$ cat src/rtl/synth_pkg.sv
// Package shared by the voice arbiter and its consumers.
//  - HP_W       : half-period width expected by freq_synth
//  - arb_state_t: arbiter state encoding (2'd3 is illegal)
//  - NOTE_*     : half-period constants for common pitches. The half-period is
//                 inversely proportional to pitch, anchored at NOTE_B1 = 100.
package synth_pkg;

   localparam int HP_W = 7;

   typedef enum logic [1:0] {
      ARB_IDLE = 2'd0,
      ARB_PLAY = 2'd1,
      ARB_GAP  = 2'd2
   } arb_state_t;

   localparam logic [HP_W-1:0] NOTE_B1 = 7'd100;
   localparam logic [HP_W-1:0] NOTE_D2 = 7'd84;
   localparam logic [HP_W-1:0] NOTE_C3 = 7'd47;
   localparam logic [HP_W-1:0] NOTE_A3 = 7'd28;

endpackage

$ cat src/rtl/synth_voice_arbiter_prio_pick.sv
// prio_pick: combinational lowest-index-first encoder.
// Ports:
//  req    in   N    request vector
//  idx    out  IW   index of the lowest set bit (0 when none)
//  valid  out  1    any bit of req set
module prio_pick #(
   parameter int N  = 3,
   parameter int IW = 2
) (
   input  logic [N-1:0]  req,
   output logic [IW-1:0] idx,
   output logic          valid
);

   // Scan from the top down so the lowest set index is the one left standing.
   always_comb begin
      idx   = '0;
      valid = 1'b0;
      for (int i = N - 1; i >= 0; i--) begin
         if (req[i]) begin
            idx   = IW'(i);
            valid = 1'b1;
         end
      end
   end

endmodule

$ cat src/rtl/synth_voice_arbiter.sv
// synth_voice_arbiter: shares one freq_synth among NUM_REQ note sources.
// Fixed priority (index 0 highest), a minimum hold before a higher source may
// preempt, and a silent gap between consecutive notes.
// Ports:
//  clk     in   1             system clock
//  rst_n   in   1             synchronous active-low reset
//  tick    in   1             1-clk tempo strobe
//  req     in   NUM_REQ       per-source note request (level)
//  req_hp  in   NUM_REQ*HP_W  per-source half-period, slice i = [i*HP_W +: HP_W]
//  grant   out  NUM_REQ       one-hot owner, registered
//  hp      out  HP_W          half-period to freq_synth, registered
//  active  out  1             tone enable to freq_synth, registered
//  busy    out  1             state is PLAY or GAP
module synth_voice_arbiter #(
   parameter int NUM_REQ   = 3,
   parameter int HP_W      = synth_pkg::HP_W,
   parameter int HOLD_W    = 4,
   parameter int MIN_HOLD  = 4,
   parameter int GAP_TICKS = 1
) (
   input  logic                    clk,
   input  logic                    rst_n,
   input  logic                    tick,
   input  logic [NUM_REQ-1:0]      req,
   input  logic [NUM_REQ*HP_W-1:0] req_hp,
   output logic [NUM_REQ-1:0]      grant,
   output logic [HP_W-1:0]         hp,
   output logic                    active,
   output logic                    busy
);
   import synth_pkg::*;

   localparam int IDX_W = (NUM_REQ > 1) ? $clog2(NUM_REQ) : 1;
   localparam logic [HOLD_W-1:0] HOLD_MAX = HOLD_W'(MIN_HOLD);
   localparam logic [HOLD_W-1:0] GAP_MAX  = HOLD_W'(GAP_TICKS);

   arb_state_t         state;
   logic [IDX_W-1:0]   owner;
   logic [HOLD_W-1:0]  hold_ctr;
   logic [HOLD_W-1:0]  gap_ctr;

   logic [IDX_W-1:0]   pick_idx;
   logic               pick_vld;
   logic [IDX_W-1:0]   hi_idx;
   logic               hi_vld;
   logic [NUM_REQ-1:0] hi_req;
   logic [HP_W-1:0]    pick_hp;
   logic [HP_W-1:0]    own_hp;
   logic               rel;
   logic               preempt;

   // New owner selection out of IDLE.
   prio_pick #(.N(NUM_REQ), .IW(IDX_W)) u_pick (
      .req   (req),
      .idx   (pick_idx),
      .valid (pick_vld)
   );

   // grant is one-hot while playing, so grant-1 masks exactly the indices
   // above the owner in priority (lower index numbers).
   assign hi_req = req & (grant - NUM_REQ'(1));

   prio_pick #(.N(NUM_REQ), .IW(IDX_W)) u_hi (
      .req   (hi_req),
      .idx   (hi_idx),
      .valid (hi_vld)
   );

   // Half-period muxes: one for the candidate owner, one for the current owner.
   always_comb begin
      pick_hp = '0;
      own_hp  = '0;
      for (int i = 0; i < NUM_REQ; i++) begin
         if (pick_idx == IDX_W'(i)) pick_hp = req_hp[i*HP_W +: HP_W];
         if (owner    == IDX_W'(i)) own_hp  = req_hp[i*HP_W +: HP_W];
      end
   end

   assign rel     = !req[owner];
   // hi_idx < owner is implied by the mask; kept as an explicit guard.
   assign preempt = hi_vld && (hi_idx < owner) && (hold_ctr == HOLD_MAX);

   assign busy = (state == ARB_PLAY) || (state == ARB_GAP);

   always_ff @(posedge clk) begin
      if (!rst_n) begin
         state    <= ARB_IDLE;
         owner    <= '0;
         grant    <= '0;
         hp       <= '0;
         active   <= 1'b0;
         hold_ctr <= '0;
         gap_ctr  <= '0;
      end else begin
         case (state)
            ARB_IDLE: begin
               if (pick_vld) begin
                  state    <= ARB_PLAY;
                  owner    <= pick_idx;
                  grant    <= NUM_REQ'(1) << pick_idx;
                  hp       <= pick_hp;
                  active   <= (pick_hp != '0);
                  hold_ctr <= '0;
               end
            end
            ARB_PLAY: begin
               // Leaving PLAY wins over a coincident tick: hp and the hold
               // count are not updated on the way out.
               if (rel || preempt) begin
                  state    <= ARB_GAP;
                  grant    <= '0;
                  active   <= 1'b0;
                  hold_ctr <= '0;
                  gap_ctr  <= '0;
               end else if (tick) begin
                  hp     <= own_hp;
                  active <= (own_hp != '0);
                  if (hold_ctr != HOLD_MAX) hold_ctr <= hold_ctr + HOLD_W'(1);
               end
            end
            ARB_GAP: begin
               if (gap_ctr == GAP_MAX) begin
                  state   <= ARB_IDLE;
                  gap_ctr <= '0;
               end else if (tick) begin
                  gap_ctr <= gap_ctr + HOLD_W'(1);
               end
            end
            default: begin
               state    <= ARB_IDLE;
               owner    <= '0;
               grant    <= '0;
               hp       <= '0;
               active   <= 1'b0;
               hold_ctr <= '0;
               gap_ctr  <= '0;
            end
         endcase
      end
   end

endmodule
$ cat config.mk
export PLATFORM = sky130hd
export DESIGN_NAME = synth_voice_arbiter
export DESIGN_NICKNAME = d
export VERILOG_FILES = /design/src/rtl/synth_pkg.sv /design/src/rtl/synth_voice_arbiter_prio_pick.sv /design/src/rtl/synth_voice_arbiter.sv
export SDC_FILE = /design/constraint.sdc
export NUM_CORES = 1
export LEC_CHECK = 0
export ABC_CLOCK_PERIOD_IN_PS = 3800
export CORE_MARGIN = 3
export CORE_UTILIZATION = 25
export DETAILED_ROUTE_END_ITERATION = 10
export PLACE_DENSITY_LB_ADDON = 0.25
export SYNTH_ARGS = -nofsm -noshare
export SYNTH_HDL_FRONTEND = slang
export SYNTH_SLANG_ARGS = --single-unit
$ cat constraint.sdc
create_clock -name clk -period 3.8 [get_ports clk]
set_input_delay 1.14 -clock clk [delete_from_list [all_inputs] [get_ports clk]]
set_output_delay 1.14 -clock clk [all_outputs]
set_load 0.02 [all_outputs]
# --- After elaboration in Yosys (flattened, before gate mapping) ---
# Index checks and enable logic that the tools add are counted.
totals:
  register_bits: 23
  out_inout_bits: 12
  wordCells: 98
op_classes:
  shift: 1
  magnitude_cmp: 2
  n_eq_ne: 17
  n_bitwise: 4
  n_mux: 46
  reduce_logical: 18
  add_sub_neg: 3
ops:
  columns: ["op", "n"]
  rows:
  - ["$mux W7", 9]
  - ["$mux W4", 7]
  - ["$pmux W4 S3", 2]
  - ["$pmux W7 S3", 1]
  - ["$mux W2", 10]
  - ["$reduce_bool A7 Y1", 2]
  - ["$reduce_and A3 Y1", 4]
  - ["$mux W1", 10]
  - ["$pmux W3 S3", 1]
  - ["$add A4 B1 Y4 const B", 2]
  - ["$reduce_and A4 Y1", 2]
  - ["$eq A2 B1 Y1 const B", 3]
  - ["$eq A2 B2 Y1 const B", 3]
  - ["$logic_not A2 Y1", 3]
  - ["$mux W3", 2]
  - ["$ne A2 B2 Y1 const B", 3]
  - ["$ne A3 B2 Y1 const B", 2]
  - ["$pmux W2 S3", 1]
  - ["$eq A4 B1 Y1 const B", 1]
  - ["$eq A4 B3 Y1 const B", 1]
  - ["$ne A2 B1 Y1 const B", 2]
  - ["$ne A4 B3 Y1 const B", 1]
  - ["$pmux W2 S2", 1]
  - ["$and A3 B3 Y3", 1]
  - ["other kinds (13)", 17]

# --- Longest topological paths before layout ---
# Gate-level depths: netlist of the first run.
logic_depth:
  depth_word: 11
  depth_mapped: 11
  mapped_depth_nobuf: 10

# --- Hierarchy ---
# From an unflattened synthesis of the first run, not the netlist that was laid out.
hier_totals:
  hier_cells: 202
  hier_area_um2: 1709.1
modules_own_cells:
  columns: ["mod", "instances", "area_per_inst_um2", "cells_per_inst", "seq_area_each_um2"]
  rows:
  - ["synth_voice_arbiter", 1, 1669.1, 196, 460.4]
  - ["prio_pick", 2, 20.0, 3, 0.0]

# --- Least setup slack after synthesis of the first run ---
# No wires, ideal clock.
synth_timing:
  path_type: "input to register"
  from: "input req[1]"
  to: "register gap_ctr[2]"
  cell_stages: 8
  required_ns: 3.730
  slack_ns: 0.507
  t_arrival_ns: 3.222
  path_cell_list: "nor2b_1 and4b_1 ha_1 a211o_1 o311ai_4 nand4b_2 or3b_1 a21oi_1"
synth_via:
  elab_chain_len: 9
synth_lines:
  columns: ["item", "line", "text"]
  rows:
  - ["from (decl)", "synth_voice_arbiter.sv:24", "input logic [NUM_REQ-1:0] req,"]
  - ["$and A3 B3 Y3", "synth_voice_arbiter.sv:61", "assign hi_req = req & (grant - NUM_REQ'(1));"]
  - ["$mux W2 (2 in a row)", "synth_voice_arbiter_prio_pick.sv:20", "if (req[i]) begin"]
  - ["$lt A2 B2 Y1", "synth_voice_arbiter.sv:81", "assign preempt = hi_vld && (hi_idx < owner) && (hold_ctr == HOLD_MAX);"]
  - ["$logic_and A1 B1 Y1 (2 in a row)", "synth_voice_arbiter.sv:81", null]
  - ["$logic_or A1 B1 Y1 *", "synth_voice_arbiter.sv:109", "if (rel || preempt) begin"]
  - ["$ne A2 B1 Y1 (no source line) *", null, null]
  - ["$reduce_and A3 Y1 (no source line) *", null, null]
  - ["to (signal assigned)", "synth_voice_arbiter.sv:126", "gap_ctr <= gap_ctr + HOLD_W'(1);"]
  - ["to (decl)", "synth_voice_arbiter.sv:40", "logic [HOLD_W-1:0] gap_ctr;"]
# Every way passes the cells marked *; elsewhere a longest branch is shown, timed or not. The select of a mux whose other input is x is not followed.
# A chain may end at the register's enable or synchronous reset.

# --- Worst setup path after layout of the first run ---
# Same ends and word-level chain as after synthesis.

==> results.toml, run 1 <==
[floorplanning]
dieArea_um2 = 7741
die_x_um = 87.99
coreArea_um2 = 6422
io_pins = 39
dieHeight_um = 87.99
initial_utilization_pct = 26.16
rows = 29

[cts]
cts_buffers = 3
cts_hold_buf = 0
clockBufferDepth = 2
root_buffer = "clkbuf_8"
cts_resized = 0
cts_tree = "built"
clock_latency_ns = 0.27
htreeDepth = 1
cts_num_sinks = 23
post_cts_buffers = 0
clkTransAtPathRegs_ns = 0.09

[sta]
max_freq_mhz = 290.7
fin_worst_skew_ns = 0.005951
rsz0062_at_grt = "no"
fin_crit_sh_pct = 90.51
setup_tns_ns = 0
worst_pin_slew_ns = 0.5286
relSlewSlack_pct = 64.49
final-setup-viol-count = 0
maxSlewViolCount = 0
period_needed_ns = 3.439
hold_viol = 0

[power_and_ir_drop]
vdd_drop_max_uv = 168.8
intPower_mw = 0.6587
clkPwrFrac_pct = 13.7
seq_power_share_pct = 29.5
p_sw_mw = 0.4773
p_leak_nw = 0.7988
p_per_area_nw_per_um2 = 503.3
swShare_pct = 42.02
combPwrFrac_pct = 56.8

[yosys]
synth_top_cells_by_area = "dfxtp_1 (27%), ha_1 (6.7%), o21ai_0 (6.0%)"
netlist_instances = 214
ys_ff_latch = 23
synth_most_common_cell = "dfxtp_1"
netlist.area_leader.share_pct = 27.40
synth-edff-count = 0
ys_seq_area_share_pct = 27.40
synthArstFlopShare_pct = 0
ys.warnings.count = 0
synth_fp_nets = 250
synth_common_cells = "dfxtp_1 (23), o21ai_0 (20), a21oi_1 (17), nand2_1 (17), nor2_1 (15)"
synth_largest_area_cell = "dfxtp_1"
synth_ff_type = "dfxtp_1"
avgSynthCellArea_um2 = 7.852
synth.distinct_cells = 53
syn_area_um2 = 1680

[grt]
grt_antenna_before_repair = 0
grt_usage_pct = 13.48
grt_overflow = 0
grt_pass1_vias = 1740
grt_max_degree = 16
grt_pass1_wl_um = 8307

[drt]
vias = 1766
drt-total-wl_um = 4967
drt_iter0_drc = 57
drc = 0
ant_nets = 0
via_per_inst = 5.240
drt_pre_antenna_iters = 4
wire_per_inst_um = 14.74

[hold_path]
hold-path-cell-count = 2
min-delay-path-class = "flop to flop"
min_delay_worst_endpoint = "grant[1]"
hold_start = "grant[1]"

[layout]
fillerInstances = 661
layout-drive-gt1-share_pct = 8.846
regArea_um2 = 460.4
area_growth_syn_to_layout_pct = 34.33
n_antenna_cell = 0
fin_cells = 337
nets = 297
multi_input_area_um2 = 1117

[setup_path]
crit_fanout = 3
worstSetupStartpoint = "req[1]"
rr_endpoint = "gap_ctr[2]"
cp-start-kind = "input pin"
crit_type = "input pin to flop"
required_ns = 4.01
r2r_start = "grant[0]"
worstPathArrival_ns = 3.64
ff2ff_setup_slack_ns = 0.98
reg2regPathDepth = 10
crit_path_end_kind = "flop"

[placed_design]
globalplace.congestion = 0.8998
placedCellCount = 333
dp_hpwl_um = 3967
numPortBuffers = 38

[job]
drv_cap = 0

[status]
run_status = "completed"
critical path, cell delays in order:
cell             delay [ns]
clkdlybuf4s50_1        0.48
nor2b_1                0.16
and4b_1                0.21
ha_1                   0.28
a211o_1                0.35
o311ai_4               0.35
nand4b_2               0.14
or3b_1                 0.39
a21oi_1                0.14
placed cells by master, fill, tap and decap left out, types with 4 or more instances in the layout:
cell type,n
mux2i_1,8
nor2_1,15
a211oi_1,7
nand4_1,4
nand3_1,4
nand2b_1,5
o22ai_1,8
ha_1,9
dfxtp_1,23
clkdlybuf4s50_1,38
a21oi_1,17
inv_1,12
buf_4,14
o21ai_0,20
nand2_1,17
a22oi_1,6
routing by layer:
layer / share of wire, % / global-route usage, % / vias to the layer above
met5: 0 / 0 / -
met4: 1.7 / 5.300 / 0
met3: 3.0 / 1.317 / 6
met2: 48 / 22.95 / 38
met1: 47 / 17.44 / 826
li1: - / - / 896
power groups by stage:
stage / Combinational [mW] / Sequential [mW] / Clock (mW)
after floorplan: 0.351 / 0.381 / 0
after global placement: 0.647 / 0.340 / 0
after detailed placement: 0.645 / 0.341 / 0
after CTS: 0.650 / 0.336 / 0.164
after global routing: 0.712 / 0.345 / 0.176
final: 0.645 / 0.335 / 0.156
cells by family after synthesis:
kind of cell | share of synthesized area [%]
fa+ha+maj | 6.702
buf+inv | 6.105
xor+xnor | 0.5213
simple gates | 21.30
compound gates | 33.21
mux | 4.766
flops | 27.40
sequential cells by signal (all words and copies together), names as in the netlist:
signal    flops
active        1
state         2
owner         2
hp            7
gap_ctr       4
grant         3
hold_ctr      4
area by class of cell:
| type | instances | share of cell area [%] |
|---|---|---|
| clock buffers | 4 | 1.996 |
| inverters | 14 | 2.328 |
| multi-input cells | 167 | 49.50 |
| flip-flops and latches | 23 | 20.40 |
| well taps | 77 | 4.268 |
| repair buffers | 52 | 21.51 |
per-stage QoR:
step / setup WS [ns] / hold WS [ns] / area, um2 / total power, mW / util (%)
global placement: 0.1092 / 0.4702 / 2212 / 0.9872 / 34.44
CTS: 0.3520 / 0.4975 / 2257 / 1.149 / 35.15
floorplan: 0.5072 / 0.4530 / 1680 / 0.7319 / -
global route: 0.09125 / 0.5315 / 2257 / 1.233 / 35.15
finish: 0.3606 / 0.4931 / 2257 / 1.136 / 35.15
detailed placement: 0.06023 / 0.4849 / 2212 / 0.9868 / 34.44
how the worst max path moves through the flow:
stage | cells past startpoint | end | slack [ns]
finish | 9 | gap_ctr[2] | 0.36
CTS | 9 | grant[2] | 0.35
detailed placement | 9 | grant[2] | 0.06
global route | 10 | hp[4] | 0.09
floorplan | 8 | gap_ctr[2] | 0.51
global placement | 9 | gap_ctr[2] | 0.11
(Power assumes the default switching activity.)
==> inputs of run 2 (changes only) <==
RECOVER_POWER = 25   (was not set)
==> results.toml, run 2 (synthesis gave the netlist of run 1 again) <==
[sta]
period_needed_ns = 3.439
final-setup-viol-count = 0
hold_viol = 0
relSlewSlack_pct = 64.13
fin_crit_sh_pct = 90.50
fin_worst_skew_ns = 0.005695
rsz0062_at_grt = "no"
worst_pin_slew_ns = 0.5339
maxSlewViolCount = 0
max_freq_mhz = 290.8
setup_tns_ns = 0

[placed_design]
numPortBuffers = 38
dp_hpwl_um = 3967
globalplace.congestion = 0.8998

[drt]
drt_pre_antenna_iters = 4
drt-total-wl_um = 4972
top_layer_used = "met4"
vias = 1762
drc = 0
ant_nets = 0
route.met2.wl_um = 2368
wl_met1_um = 2366
drt_iter0_drc = 59
route.met3.wl_um = 151
wire_per_inst_um = 14.75
via_per_inst = 5.228

[cts]
htreeDepth = 1
cts_hold_buf = 0
clock_latency_ns = 0.27
clockBufferDepth = 2
cts_num_sinks = 23
clkTransAtPathRegs_ns = 0.09
cts_buffers = 3
cts_tree = "built"
post_cts_buffers = 0
root_buffer = "clkbuf_8"
cts_resized = 0

[grt]
grt_max_degree = 16
grt_usage_pct = 13.48
grt_overflow = 0
grt_antenna_before_repair = 0
grt_pass1_wl_um = 8307
grt_pass1_vias = 1740

[layout]
area_growth_syn_to_layout_pct = 34.33
final_common_cell = "clkdlybuf4s50_1"
largest_reg_flops = 7
layout-drive-gt1-share_pct = 8.846
n_antenna_cell = 0
nets = 297
biggestRegsByFlops = "hp (7), gap_ctr (4), hold_ctr (4)"
final_cell_mix = "clkdlybuf4s50_1 (30), dfxtp_1 (23), o21ai_0 (20), nand2_1 (17), a21oi_1 (17)"
largest-register = "hp"
finish.utilization_pct = 35.15

[floorplanning]
io_pins = 39
dieHeight_um = 87.99
dieArea_um2 = 7741
rows = 29
coreArea_um2 = 6422
die_x_um = 87.99
initial_utilization_pct = 26.16

[setup_path]
reg2regPathDepth = 10
slowest_stage = "clkdlybuf4s50_1"
cp-start-kind = "input pin"
required_ns = 4.00
r2r_start = "grant[0]"
crit_path_end_kind = "flop"
slowest_delay_ns = 0.48
crit_type = "input pin to flop"
worstPathArrival_ns = 3.64
rr_endpoint = "gap_ctr[2]"
ff2ff_setup_slack_ns = 0.98
crit_chain = "clkdlybuf4s50_1 -> nor2b_1 -> and4b_1 -> ha_1 -> a211o_1 -> o311ai_4 -> nand4b_2 -> or3b_1 -> a21oi_1"
crit_fanout = 3

[power_and_ir_drop]
p_per_area_nw_per_um2 = 496.8
seq_power_share_pct = 29.7
combPwrFrac_pct = 56.4
intPower_mw = 0.6455
swShare_pct = 42.44
vdd_drop_max_uv = 168.7
p_sw_mw = 0.4758
p_leak_nw = 0.8143
clkPwrFrac_pct = 13.9

[hold_path]
hold_start = "grant[1]"
hold-path-cell-count = 2
min_delay_worst_endpoint = "grant[1]"
min-delay-path-class = "flop to flop"

[job]
drv_cap = 0

[status]
run_status = "completed"
## run 2: changes by cell type in the layout (fill, tap and decap cells not counted), sizes merged
cell	delta
clkdlybuf4s50	-8
dlygate4sd3	+8
## run 2: how the worst max path moves through the flow
stage | from | endpoint | slack [ns] | depth (start not counted)
floorplan | req[1] | gap_ctr[2] | 0.51 | 8
global placement | req[1] | gap_ctr[2] | 0.11 | 9
detailed placement | req[1] | grant[2] | 0.06 | 9
CTS | req[1] | grant[2] | 0.35 | 9
global route | req[1] | hp[4] | 0.09 | 10
finish | req[1] | gap_ctr[2] | 0.36 | 9
## run 2: through the flow
step | hold WS (ns) | std cells | setup slack, ns | area [um2] | power (mW)
final | 0.4932 | 337 | 0.3609 | 2257 | 1.121
after global routing | 0.5315 | 337 | 0.09125 | 2257 | 1.218
after CTS | 0.4975 | 337 | 0.3520 | 2257 | 1.149
after detailed placement | 0.4849 | 333 | 0.06023 | 2212 | 0.9868
after global placement | 0.4702 | 333 | 0.1092 | 2212 | 0.9872
after floorplan | 0.4530 | 214 | 0.5072 | 1680 | 0.7319
## run 2: cell type report
type                       instances  area (um2)
clock buffer                       4       45.04
fill                             661        4165
inverter                          14       52.55
multi-input combinational        167        1117
sequential                        23       460.4
tap                               77       96.34
timing repair buffer              52       485.5
## run 2: power by group through the flow
| stage | Clock (mW) | Combinational [mW] | Sequential, mW |
|---|---|---|---|
| 6_report | 0.156 | 0.632 | 0.333 |
| 5_1_grt | 0.176 | 0.699 | 0.343 |
| 4_1_cts | 0.164 | 0.650 | 0.336 |
| 3_5_place_dp | 0 | 0.645 | 0.341 |
| 3_3_place_gp | 0 | 0.647 | 0.340 |
| 2_1_floorplan | 0 | 0.351 | 0.381 |
## run 2: per-layer routing
| metal | track usage (%) | vias to the layer above |
|---|---|---|
| met3 | 1.317 | 6 |
| met5 | 0 | - |
| met1 | 17.44 | 824 |
| li1 | - | 895 |
| met2 | 22.95 | 37 |
| met4 | 5.300 | 0 |
## run 2: worst max-delay path, delay by kind of cell
kind	cells	cell delay, ns
AND/OR/NAND/NOR	4	0.90
AO/OA/AOI/OAI	3	0.84
adder cells (fa/ha/maj)	1	0.28
buffers and inverters	1	0.48
==> inputs of run 3 (changes only) <==
--- a/config.mk
+++ b/config.mk
@@ -7,6 +7,8 @@
 export LEC_CHECK = 0
 export ABC_CLOCK_PERIOD_IN_PS = 3800
+export CAP_MARGIN = 20
 export CORE_MARGIN = 3
 export CORE_UTILIZATION = 25
+export CTS_BUF_LIST = sky130_fd_sc_hd__clkbuf_2
 export DETAILED_ROUTE_END_ITERATION = 10
 export PLACE_DENSITY_LB_ADDON = 0.25
==> constraint.sdc (replaced) <==
create_clock -name clk -period 3.8 [get_ports clk]
set_input_delay 1.14 -clock clk [delete_from_list [all_inputs] [get_ports clk]]
set_output_delay 1.14 -clock clk [all_outputs]
set_load 0.005 [all_outputs]
==> results.toml, run 3 (synthesis gave the netlist of run 1 again) <==
[sta]
maxSlewViolCount = 0
worst_pin_slew_ns = 0.5275
hold_viol = 0
final-setup-viol-count = 0
period_needed_ns = 3.326
fin_crit_sh_pct = 87.53
whs_ns = 0.5066
fin_ws_ns = 0.4738
setup_tns_ns = 0
fin_worst_skew_ns = 0.02307
rsz0062_at_grt = "no"
max_freq_mhz = 300.6
relSlewSlack_pct = 64.56

[setup_path]
crit_fanout = 3
endpoint = "gap_ctr[2]"
r2r_start = "grant[0]"
worstSetupStartpoint = "req[1]"
ff2ff_setup_slack_ns = 0.96
reg2regPathDepth = 10
worstPathArrival_ns = 3.64
crit_type = "input pin to flop"
crit_path_end_kind = "flop"
rr_endpoint = "gap_ctr[2]"
cp-start-kind = "input pin"
required_ns = 4.11

[cts]
cts_hold_buf = 0
clock_latency_ns = 0.35
cts_num_sinks = 23
clockBufferDepth = 2
cts_resized = 0
clkTransAtPathRegs_ns = 0.24
post_cts_buffers = 0
htreeDepth = 1
cts_tree = "built"
cts_buffers = 3
root_buffer = "clkbuf_2"

[hold_path]
hold_start = "grant[1]"
min-delay-path-class = "flop to flop"

[layout]
largest-register = "hp"
largest_reg_flops = 7
fillerInstances = 663
nets = 297
multi_input_area_um2 = 1117
finish.instance_area_um2 = 2228
final_common_cell = "clkdlybuf4s50_1"
finish.utilization_pct = 34.70
area_growth_syn_to_layout_pct = 32.61
layout-drive-gt1-share_pct = 8.846
biggestRegsByFlops = "hp (7), gap_ctr (4), hold_ctr (4)"
fin_cells = 337
n_antenna_cell = 0
final_cell_mix = "clkdlybuf4s50_1 (31), dfxtp_1 (23), o21ai_0 (20), nand2_1 (17), a21oi_1 (17)"
regArea_um2 = 460.4

[drt]
via_per_inst = 5.187
vias = 1748
drt_pre_antenna_iters = 6
wire_per_inst_um = 14.78
drc = 0
drt_iter0_drc = 66
drt-total-wl_um = 4982
ant_nets = 0

[placed_design]
placedCellCount = 333
globalplace.congestion = 0.8998
preCtsSetupSlack_ns = 0.06023
numPortBuffers = 38
place_area_um2 = 2212
dp_hpwl_um = 3967

[floorplanning]
rows = 29
initial_utilization_pct = 26.16
dieArea_um2 = 7741
die_x_um = 87.99
coreArea_um2 = 6422
io_pins = 39
dieHeight_um = 87.99

[power_and_ir_drop]
p_leak_nw = 0.8024
vdd_drop_max_uv = 163.4
p_per_area_nw_per_um2 = 455.1
finalPower_mw = 1.014

[job]
drv_cap = 0

[status]
run_status = "completed"

[grt]
grt_max_degree = 16
grt_antenna_before_repair = 0
grt_usage_pct = 13.32
grt_overflow = 0
grt_pass1_vias = 1737
grt_pass1_wl_um = 8238
run 3: worst min path at each step:
stage / to / slack (ns) / cells past startpoint
2_1_floorplan: hold_ctr[3] / 0.45 / 2
3_3_place_gp: hold_ctr[3] / 0.47 / 2
3_5_place_dp: grant[1] / 0.48 / 2
4_1_cts: gap_ctr[3] / 0.51 / 2
5_1_grt: hold_ctr[3] / 0.54 / 2
6_report: grant[1] / 0.51 / 2
run 3: layout make-up:
type,instances,area share [%]
clock buffer,4,0.8984
timing repair buffer,52,21.62
sequential,23,20.66
tap,77,4.323
multi-input combinational,167,50.14
inverter,14,2.358
run 3: critical path, cell delays in order:
cell and delay [ns]:
clkdlybuf4s50_1 0.47, nor2b_1 0.16, and4b_1 0.21, ha_1 0.28, a211o_1 0.35, o311ai_4 0.35, nand4b_2 0.14, or3b_1 0.39
a21oi_1 0.14
run 3: power by group:
part | switching [mW] | internal [mW]
clock network | 0.0774 | 0.0278
logic | 0.302 | 0.274
registers | 0.0370 | 0.296
run 3: routing by layer:
layer	track usage, %	wire length, um	part of all wire (%)	vias to the layer above
li1	-	-	-	899
met1	17.15	2397	48	802
met2	23.01	2359	47	40
met3	1.317	142	2.9	7
met4	4.742	83	1.7	0
met5	0	0	0	-
